`src/rtl/morse_letter_decoder.sv`:
```
// rtl/morse_letter_decoder.sv - assembles dit/dah symbols into letters and emits ASCII over valid/ready
module morse_letter_decoder #(
    parameter int MAX_SYMS = 6
) (
    input  logic       clk,
    input  logic       reset,
    input  logic [2:0] ditsdahs,
    output logic [7:0] char_out,
    output logic       char_valid,
    input  logic       char_ready,
    output logic       sym_error,
    output logic       overrun
);

    typedef enum logic [2:0] {IDLE, COLLECT, DISCARD, EMIT_CH, EMIT_SP} state_t;

    state_t              state, state_d;
    logic [MAX_SYMS-1:0] pattern, pattern_d;
    logic [2:0]          count, count_d;
    logic                pend_sp, pend_sp_d;
    logic                space_armed, space_armed_d;
    logic                ovf, ovf_d;
    logic                load, load_err, drop;
    logic [7:0]          load_val, lut_char;

    logic is_dit, is_dah, is_sym, is_lgap, is_wgap, can_load;

    assign is_dit   = (ditsdahs == 3'b001);
    assign is_dah   = (ditsdahs == 3'b010);
    assign is_sym   = is_dit | is_dah;
    assign is_lgap  = (ditsdahs == 3'b011);
    assign is_wgap  = (ditsdahs == 3'b100);
    assign can_load = !char_valid || char_ready;

    // 8'h00 marks a key with no table entry
    function automatic logic [7:0] lut(input logic [2:0] n, input logic [5:0] p);
        case ({n, p})
            {3'd2, 6'b000001}: lut = 8'h41;  {3'd4, 6'b001000}: lut = 8'h42;
            {3'd4, 6'b001010}: lut = 8'h43;  {3'd3, 6'b000100}: lut = 8'h44;
            {3'd1, 6'b000000}: lut = 8'h45;  {3'd4, 6'b000010}: lut = 8'h46;
            {3'd3, 6'b000110}: lut = 8'h47;  {3'd4, 6'b000000}: lut = 8'h48;
            {3'd2, 6'b000000}: lut = 8'h49;  {3'd4, 6'b000111}: lut = 8'h4A;
            {3'd3, 6'b000101}: lut = 8'h4B;  {3'd4, 6'b000100}: lut = 8'h4C;
            {3'd2, 6'b000011}: lut = 8'h4D;  {3'd2, 6'b000010}: lut = 8'h4E;
            {3'd3, 6'b000111}: lut = 8'h4F;  {3'd4, 6'b000110}: lut = 8'h50;
            {3'd4, 6'b001101}: lut = 8'h51;  {3'd3, 6'b000010}: lut = 8'h52;
            {3'd3, 6'b000000}: lut = 8'h53;  {3'd1, 6'b000001}: lut = 8'h54;
            {3'd3, 6'b000001}: lut = 8'h55;  {3'd4, 6'b000001}: lut = 8'h56;
            {3'd3, 6'b000011}: lut = 8'h57;  {3'd4, 6'b001001}: lut = 8'h58;
            {3'd4, 6'b001011}: lut = 8'h59;  {3'd4, 6'b001100}: lut = 8'h5A;
            {3'd5, 6'b011111}: lut = 8'h30;  {3'd5, 6'b001111}: lut = 8'h31;
            {3'd5, 6'b000111}: lut = 8'h32;  {3'd5, 6'b000011}: lut = 8'h33;
            {3'd5, 6'b000001}: lut = 8'h34;  {3'd5, 6'b000000}: lut = 8'h35;
            {3'd5, 6'b010000}: lut = 8'h36;  {3'd5, 6'b011000}: lut = 8'h37;
            {3'd5, 6'b011100}: lut = 8'h38;  {3'd5, 6'b011110}: lut = 8'h39;
            default:           lut = 8'h00;
        endcase
    endfunction

    assign lut_char = lut(count, 6'(pattern));

    always_comb begin
        state_d       = state;
        pattern_d     = pattern;
        count_d       = count;
        pend_sp_d     = pend_sp;
        space_armed_d = space_armed;
        ovf_d         = ovf;
        load          = 1'b0;
        load_val      = 8'h00;
        load_err      = 1'b0;
        drop          = 1'b0;
        case (state)
            IDLE: begin
                if (is_sym) begin
                    pattern_d = {{(MAX_SYMS-1){1'b0}}, is_dah};
                    count_d   = 3'd1;
                    state_d   = COLLECT;
                end else if (is_wgap && space_armed) begin
                    state_d = EMIT_SP;
                end
            end
            COLLECT: begin
                if (is_sym) begin
                    if (count == 3'(MAX_SYMS)) begin
                        ovf_d   = 1'b1;
                        state_d = DISCARD;
                    end else begin
                        pattern_d = {pattern[MAX_SYMS-2:0], is_dah};
                        count_d   = count + 3'd1;
                    end
                end else if (is_lgap || is_wgap) begin
                    pend_sp_d = is_wgap;
                    state_d   = EMIT_CH;
                end
            end
            DISCARD: begin
                if (is_lgap || is_wgap) begin
                    pend_sp_d = is_wgap;
                    state_d   = EMIT_CH;
                end
            end
            EMIT_CH: begin
                if (can_load) begin
                    load          = 1'b1;
                    load_err      = ovf || (lut_char == 8'h00);
                    load_val      = load_err ? 8'h3F : lut_char;
                    space_armed_d = 1'b1;
                    state_d       = pend_sp ? EMIT_SP : IDLE;
                    pattern_d     = '0;
                    count_d       = 3'd0;
                    pend_sp_d     = 1'b0;
                    ovf_d         = 1'b0;
                end else begin
                    drop = is_sym || is_lgap || is_wgap;
                end
            end
            EMIT_SP: begin
                if (can_load) begin
                    load          = 1'b1;
                    load_val      = 8'h20;
                    space_armed_d = 1'b0;
                    state_d       = IDLE;
                end else begin
                    drop = is_sym || is_lgap || is_wgap;
                end
            end
            default: state_d = IDLE;
        endcase
    end

    always_ff @(posedge clk or posedge reset) begin
        if (reset) begin
            state       <= IDLE;
            pattern     <= '0;
            count       <= 3'd0;
            pend_sp     <= 1'b0;
            space_armed <= 1'b0;
            ovf         <= 1'b0;
        end else begin
            state       <= state_d;
            pattern     <= pattern_d;
            count       <= count_d;
            pend_sp     <= pend_sp_d;
            space_armed <= space_armed_d;
            ovf         <= ovf_d;
        end
    end

    always_ff @(posedge clk or posedge reset) begin
        if (reset) begin
            char_out   <= 8'h00;
            char_valid <= 1'b0;
            sym_error  <= 1'b0;
            overrun    <= 1'b0;
        end else begin
            overrun <= overrun | drop;
            if (load) begin
                char_out   <= load_val;
                char_valid <= 1'b1;
                sym_error  <= load_err;
            end else begin
                sym_error <= 1'b0;
                if (char_ready) char_valid <= 1'b0;
            end
        end
    end

endmodule

```
`config.mk`:
```
export PLATFORM = sky130hd
export DESIGN_NAME = morse_letter_decoder
export DESIGN_NICKNAME = d
export VERILOG_FILES = /design/src/rtl/morse_letter_decoder.sv
export SDC_FILE = /design/constraint.sdc
export NUM_CORES = 1
export LEC_CHECK = 0
export ABC_AREA = 1
export CAP_MARGIN = 20
export CORE_AREA = 2 2 63 65
export CTS_CLUSTER_SIZE = 30
export DETAILED_ROUTE_END_ITERATION = 12
export DIE_AREA = 0 0 65 67
export GPL_TIMING_DRIVEN = 1
export PLACE_DENSITY = 0.88
export RECOVER_POWER = 25
export SYNTH_ARGS = -nofsm -noshare
export SYNTH_HDL_FRONTEND = slang
export SYNTH_SLANG_ARGS = --single-unit
```
`constraint.sdc`:
```
create_clock -name clk -period 5.5 [get_ports clk]
set_clock_uncertainty 0.15 [all_clocks]
set_input_delay 1.375 -clock clk [delete_from_list [all_inputs] [get_ports clk]]
set_output_delay 1.375 -clock clk [all_outputs]
set_load 0.05 [all_outputs]
```
==> results.cfg, run 1 <==
[clocking]
cts_tree = built
cts_setup_buffers = 0
cts.sinks = 25
postCtsResizedCells = 0
root_buffer = clkbuf_8
cts_hold_buf = 0
clock_latency_ns = 0.27
htree_levels = 1
clk_pin_slew_ns = 0.10
numCtsBuffers = 3
cts_buffer_depth = 2

[yosys]
synth_xor_area_share_pct = 0.417
synth_cell_types = 36
synth_area_leaders = dfrtp_1 (30%), nand2_1 (14%), nor2_1 (10%)
synth.top_cell.area_share_pct = 29.8
yosys.area.top_type = dfrtp_1
synthAdderAreaFrac_pct = 2.38
netlist_instances = 316
ys.flop_type = dfrtp_1
synthSimpleGateAreaFrac_pct = 45.4
synthMuxAreaShare_pct = 0
synth-compound-area-share_pct = 11.4
ys_ff_latch = 25
synth_top_family_by_area = simple AND/OR/NAND/NOR gates
synth_area_sq_um = 2100
synth_edf_count = 0
syn_nets = 326
yosysMostFrequentCell = nand2_1
yosys_warnings = 0
synth_common_cells = nand2_1 (78), nor2_1 (56), nand3_1 (29), inv_1 (26), dfrtp_1 (25)
seq_area_frac_synth_pct = 29.8
synth-async-reset-ratio_pct = 100
synth.avg_cell_area_sq_um = 6.65

[detailed_routing]
wire_per_inst_um = 12.9
drt_iter0_markers = 207
drcViolationCount = 0
via_per_inst = 5.30
final_antenna_net_count = 0
first_pass_iters = 4
vias = 2002
wl_um = 4890

[final_layout]
final_area_sq_um = 2310
finish.net_count = 341
antennaDiodeCount = 0
fillers = 337
syn2layout_area_growth_pct = 10.0
final_util_pct = 64.1
drive_gt1_share_pct = 16.7

[worst_hold_path]
hold_path_class = reg -> reg

[floorplanning]
num_rows = 22
die_area_sq_um = 4360
start_util_pct = 58.3
die_w_um = 65
coreArea_sq_um = 3610
io_pins = 17
die_h_um = 67

[global_route]
grt_max_degree = 26
grt_overflow_total = 0
grt_usage_pct = 25.4
grt_pass1_wl_um = 8600
antenna_found_initial = 0
first_global_vias = 1951

[sta]
grt_setup_unrepaired = no
fin_ws_ns = 2.50
fin_tns_setup_ns = 0
setup_violations = 0
tightest_slew_ns = 0.905
fin_crit_sh_pct = 54.5
max_freq_ghz = 0.334
finalMaxSlewViolations = 0
finalCriticalPeriod_ns = 3.00
slew-limit-headroom_pct = 39.6
hold_viol = 0

[worst_setup_path]
crit_path_max_fanout = 14
cp-start-kind = primary input
cp.required_ns = 5.54
crit_arrival_ns = 3.04
critical_path_class = in -> reg
end_kind = register

[run]
maxCapViolCount = 0

[status]
status = finished, final reports clean

[power_and_ir_drop]
finalPower_w = 0.00115
p_per_area_nw_per_um2 = 499
p_leak_nw = 1.23
ir_worst_vdd_mv = 0.316

[place]
port_buffers = 15
routabilityCongestion = 0.987
postPlaceCellArea_sq_um = 2260
pre_cts_ws_ns = 2.25
dpl.hpwl_um = 4040
## layer usage
| layer | GRT usage (%) | wire [um] | vias up |
|---|---|---|---|
| li1 | - | - | 1036 |
| met1 | 32.9 | 2190 | 904 |
| met2 | 43.8 | 2370 | 52 |
| met3 | 3.38 | 231 | 10 |
| met4 | 8.24 | 103 | 0 |
| met5 | 0 | 0 | - |
## power breakdown
| part | internal [W] | switching [W] |
|---|---|---|
| combinational | 0.000237 | 0.000498 |
| sequential | 0.000243 | 0.0000638 |
| clock | 0.0000513 | 0.0000602 |
## worst paths after layout
path	from	endpoint	slack, ns	depth (start not counted)
max	ditsdahs[0]	pattern[3]	2.50	11
min	overrun	overrun	0.32	1
max reg2reg	count[1]	char_out[5]	3.44	13
min reg2reg	overrun	overrun	0.32	1
min in group asynchronous	reset	pend_sp	1.58	2
max in group asynchronous	reset	pattern[3]	3.06	2
## stage by stage
step,instances,hold WS (ns)
after CTS,378,0.325
final,378,0.322
after detailed placement,374,0.302
after global placement,374,0.293
after global routing,378,0.333
after floorplan,316,0.292
## cell families after synthesis
kind of cell	after synthesis
and+or+nand+nor	201
buffers and inverters	49
AOI/OAI and AO/OA	35
DFF	25
adders and majority gates	4
xor gates and xnor gates	1
other	1
## cells in the final DEF (no fill, tap or decap), drive strengths merged
| cell | instances |
|---|---|
| nand2 | 84 |
| nor2 | 69 |
| inv | 44 |
| nand3 | 34 |
| dfrtp | 25 |
| o21ai | 15 |
| clkdlybuf4s50 | 13 |
| a21oi | 9 |
| nor3 | 6 |
| a21boi | 5 |
| nand4 | 4 |
| ha | 4 |
| clkbuf | 3 |
| nand3b | 3 |
| dlygate4sd3 | 2 |
| nor3b | 1 |
| o22ai | 1 |
| o31ai | 1 |
| a211oi | 1 |
| o221ai | 1 |
| a31oi | 1 |
| a21o | 1 |
| xor2 | 1 |
| conb | 1 |
| clkinvlp | 1 |
## worst max-delay path, stage by stage
cell	delay (ns)
clkdlybuf4s50_1	0.50
inv_1	0.05
nand2_1	0.08
nand3_1	0.13
inv_1	0.16
nor2_4	0.06
a21oi_4	0.15
nand3b_4	0.13
inv_4	0.18
nand3_1	0.14
o21ai_2	0.08
## registers in the layout, summed over array words and instances (netlist names)
register     flops
pend_sp          1
space_armed      1
char_out         7
ovf              1
state            3
sym_error        1
pattern          6
count            3
char_valid       1
overrun          1
## area by class of cell
type	count	area (sq um)	area share, %
clock inverter	1	7.51	0.325
inverter	44	173	7.47
clock buffer	3	41.3	1.79
timing repair buffer	15	150	6.49
multi-input combinational	242	1250	54.3
tap	48	60.1	2.60
sequential	25	626	27.1
No activity file was read; power rests on OpenSTA's default activity.
==> inputs of run 2 (changes only) <==
- CORE_AREA: 2 2 63 65 -> 2 2 66 68
- DIE_AREA: 0 0 65 67 -> 0 0 68 70
- PLACE_DENSITY: 0.88 -> 0.85
- clock period: 5.5 -> 2.55 ns (I/O delays scaled with it)
==> results.cfg, run 2 (synthesis gave the netlist of run 1 again) <==
[worst_setup_path]
crit_arrival_ns = 1.44
slowest_delay_ns = 0.81
crit_path_max_fanout = 2
cp_top_family = buffers and inverters
cp.required_ns = 1.76
critPathBufInv = 1
critical_path_class = reg -> out
crit_chain = clkdlybuf4s50_1
cp_slowest_cell = clkdlybuf4s50_1
cp-start-kind = register
end_kind = output pin

[floorplanning]
die_h_um = 70
start_util_pct = 50.7
num_rows = 24
die_area_sq_um = 4760
coreArea_sq_um = 4140
die_w_um = 68
io_pins = 17

[final_layout]
final_area_sq_um = 2340
regArea_sq_um = 626
syn2layout_area_growth_pct = 11.1
multi_input_area_sq_um = 1250
antennaDiodeCount = 0
reg_top3 = char_out: 7 flops, pattern: 6 flops
layout_common_cells = nand2_1 (78), nor2_1 (56), nand3_1 (29)
drive_gt1_share_pct = 17.1
finish.net_count = 344
largest_reg_flops = 7
final_util_pct = 56.4
final_cell_count_no_fill = 385
layout_commonest_cell = nand2_1
fillers = 395
top_register = char_out

[global_route]
grt_usage_pct = 23.7
grt_max_degree = 26
grt_overflow_total = 0
antenna_found_initial = 0
grt_pass1_wl_um = 8840
first_global_vias = 2102

[power_and_ir_drop]
p_per_area_nw_per_um2 = 1080
ir_worst_vdd_mv = 0.587
p_leak_nw = 1.24

[run]
maxCapViolCount = 0

[detailed_routing]
drcViolationCount = 0
wl_um = 5130
vias = 2185
drt_iter0_markers = 230
wire_per_inst_um = 13.3
first_pass_iters = 6
final_antenna_net_count = 0
via_per_inst = 5.68

[sta]
finalCriticalPeriod_ns = 2.23
fin_crit_sh_pct = 87.3
fin_tns_setup_ns = 0
finalMaxSlewViolations = 0
slew-limit-headroom_pct = 9.49
tightest_slew_ns = 1.36
grt_setup_unrepaired = no
setup_violations = 0
hold_viol = 0
max_freq_ghz = 0.449
timing.hold.ws_ns = 0.320

[clocking]
cts_buffer_depth = 2
cts_setup_buffers = 0
clk_pin_slew_ns = 0.09
root_buffer = clkbuf_8
clock_latency_ns = 0.27
numCtsBuffers = 3
cts.sinks = 25
postCtsResizedCells = 0
cts_hold_buf = 0
cts_tree = built
htree_levels = 1

[status]
status = finished, final reports clean

[place]
postPlaceCellArea_sq_um = 2290
port_buffers = 15
routabilityCongestion = 0.994
dp.cells = 381
dpl.hpwl_um = 4020

[worst_hold_path]
hold_path_class = reg -> reg
-- run 2: power breakdown --
group          total (W)  internal, W  switching [W]  leakage [nW]
Clock           0.000240     0.000111       0.000129        0.0217
Sequential      0.000667     0.000524       0.000144         0.329
Combinational    0.00161     0.000519        0.00109         0.888
-- run 2: metal layers --
layer  vias to the layer above  global-route usage [%]  wire, um
met5                         -                       0         0
met4                         0                    10.9       172
met2                       113                    38.2      2490
met3                        24                    2.58       347
met1                      1004                    31.4      2110
li1                       1044                       -         -
-- run 2: layout make-up --
cell class | count | area share, %
sequential | 25 | 26.8
multi-input combinational | 242 | 53.7
inverter | 44 | 7.39
timing repair buffer | 18 | 7.23
clock buffer | 3 | 1.77
tap | 52 | 2.79
clock inverter | 1 | 0.321
-- run 2: per-stage QoR --
stage          setup slack (ns)  total power (W)
2_1_floorplan             0.664          0.00194
3_3_place_gp              0.159          0.00221
3_5_place_dp              0.100          0.00225
4_1_cts                   0.319          0.00250
5_1_grt                   0.153          0.00271
6_report                  0.323          0.00251
-- run 2: final timing paths --
| kind | startpoint | end | slack (ns) | cells past startpoint |
|---|---|---|---|---|
| setup / recovery | char_out[5] | char_out[5] | 0.32 | 1 |
| min in group asynchronous | reset | char_valid | 0.96 | 3 |
| hold / removal | overrun | overrun | 0.32 | 1 |
| hold reg to reg | overrun | overrun | 0.32 | 1 |
| setup reg to reg | count[2] | char_out[4] | 0.46 | 9 |
| max in group asynchronous | reset | pattern[0] | 0.49 | 3 |
==> inputs of run 3 (changes only) <==
- ABC_CLOCK_PERIOD_IN_PS: default -> 2550
- CORE_AREA: 2 2 66 68 -> 2 2 81 83
- DIE_AREA: 0 0 68 70 -> 0 0 83 85
- PLACE_DENSITY: 0.85 -> 0.62
==> results.cfg, run 3 (synthesis gave the netlist of run 1 again) <==
[floorplanning]
coreArea_sq_um = 6200
die_h_um = 85
die_area_sq_um = 7060
num_rows = 29
io_pins = 17
die_w_um = 83
start_util_pct = 33.9

[sta]
grt_setup_unrepaired = no
tightest_slew_ns = 1.37
finalMaxSlewViolations = 0
fin_crit_sh_pct = 87.1
timing.hold.ws_ns = 0.318
finalCriticalPeriod_ns = 2.22
hold_viol = 0
slew-limit-headroom_pct = 8.51
max_freq_ghz = 0.450
fin_tns_setup_ns = 0
setup_violations = 0

[power_and_ir_drop]
p_leak_nw = 1.25
ir_worst_vdd_mv = 0.607
p_per_area_nw_per_um2 = 1050

[final_layout]
final_cell_count_no_fill = 413
syn2layout_area_growth_pct = 13.7
layout_commonest_cell = nand2_1
reg_top3 = char_out: 7 flops, pattern: 6 flops
top_register = char_out
antennaDiodeCount = 0
finish.net_count = 347
largest_reg_flops = 7
layout_common_cells = nand2_1 (78), nor2_1 (56), nand3_1 (29)
regArea_sq_um = 626
fillers = 651
drive_gt1_share_pct = 17.9
multi_input_area_sq_um = 1250

[clocking]
root_buffer = clkbuf_8
cts_setup_buffers = 0
cts_tree = built
cts_hold_buf = 0
htree_levels = 1
numCtsBuffers = 3
clk_pin_slew_ns = 0.09
cts.sinks = 25
postCtsResizedCells = 0
clock_latency_ns = 0.27
cts_buffer_depth = 2

[global_route]
antenna_found_initial = 0
grt_pass1_wl_um = 9170
grt_max_degree = 26
first_global_vias = 2070
grt_usage_pct = 15.4
grt_overflow_total = 0

[worst_setup_path]
crit_arrival_ns = 1.43
cp-start-kind = register
end_kind = output pin
cp_top_family = buffers and inverters
critPathBufInv = 1
crit_path_max_fanout = 2
slowest_delay_ns = 0.81
cp_slowest_cell = clkdlybuf4s50_1
critical_path_class = reg -> out
cp.required_ns = 1.76
crit_chain = clkdlybuf4s50_1

[status]
status = finished, final reports clean

[place]
dp.cells = 409
port_buffers = 15
dpl.hpwl_um = 4090
routabilityCongestion = 0.912

[detailed_routing]
final_antenna_net_count = 0
vias = 2062
first_pass_iters = 5
wl_um = 5030
wire_per_inst_um = 12.2
drcViolationCount = 0
drt_iter0_markers = 130
via_per_inst = 4.99

[worst_hold_path]
hold_path_class = reg -> reg

[run]
maxCapViolCount = 0
[run 3: changes by cell type in the layout (fill, tap and decap cells not counted)]
cell	delta
buf_4	+3
[run 3: layer usage]
layer / global-route usage [%] / up-vias / wire [um]
li1: - / 1048 / -
met1: 20.0 / 943 / 2330
met2: 26.5 / 57 / 2340
met3: 1.46 / 14 / 221
met4: 5.66 / 0 / 130
met5: 0 / - / 0
[run 3: power by group]
| group | internal (W) | total, W | switching [W] | leakage [nW] |
|---|---|---|---|---|
| logic | 0.000528 | 0.00161 | 0.00108 | 0.904 |
| clock network | 0.000111 | 0.000235 | 0.000125 | 0.0217 |
| registers | 0.000524 | 0.000659 | 0.000136 | 0.329 |
| total | 0.00116 | 0.00251 | 0.00134 | 1.25 |
[run 3: cell type report]
type,instances,share of cell area [%]
Sequential cell,25,26.2
Inverter,44,7.23
Clock inverter,1,0.314
Timing Repair Buffer,21,8.01
Clock buffer,3,1.73
Multi-Input combinational cell,242,52.5
Tap cell,77,4.03
[run 3: worst paths after layout]
| kind | startpoint | to | slack [ns] | depth (start not counted) |
|---|---|---|---|---|
| worst max register to register | pattern[0] | char_out[2] | 0.46 | 11 |
| max in group asynchronous | reset | pattern[1] | 0.47 | 3 |
| worst min-delay path | overrun | overrun | 0.32 | 1 |
| worst max-delay path | char_valid | char_valid | 0.33 | 1 |
| worst min register to register | overrun | overrun | 0.32 | 1 |
| min in group asynchronous | reset | char_out[5] | 0.97 | 3 |
[run 3: metrics by stage]
stage          util [%]  setup WS, ns  total power [W]  area, sq um
2_1_floorplan         -         0.664          0.00194         2100
3_3_place_gp       37.8         0.148          0.00227         2340
3_5_place_dp       37.8        0.0864          0.00227         2340
4_1_cts            38.6         0.312          0.00252         2390
5_1_grt            38.5         0.135          0.00276         2390
6_report           38.5         0.330          0.00251         2390
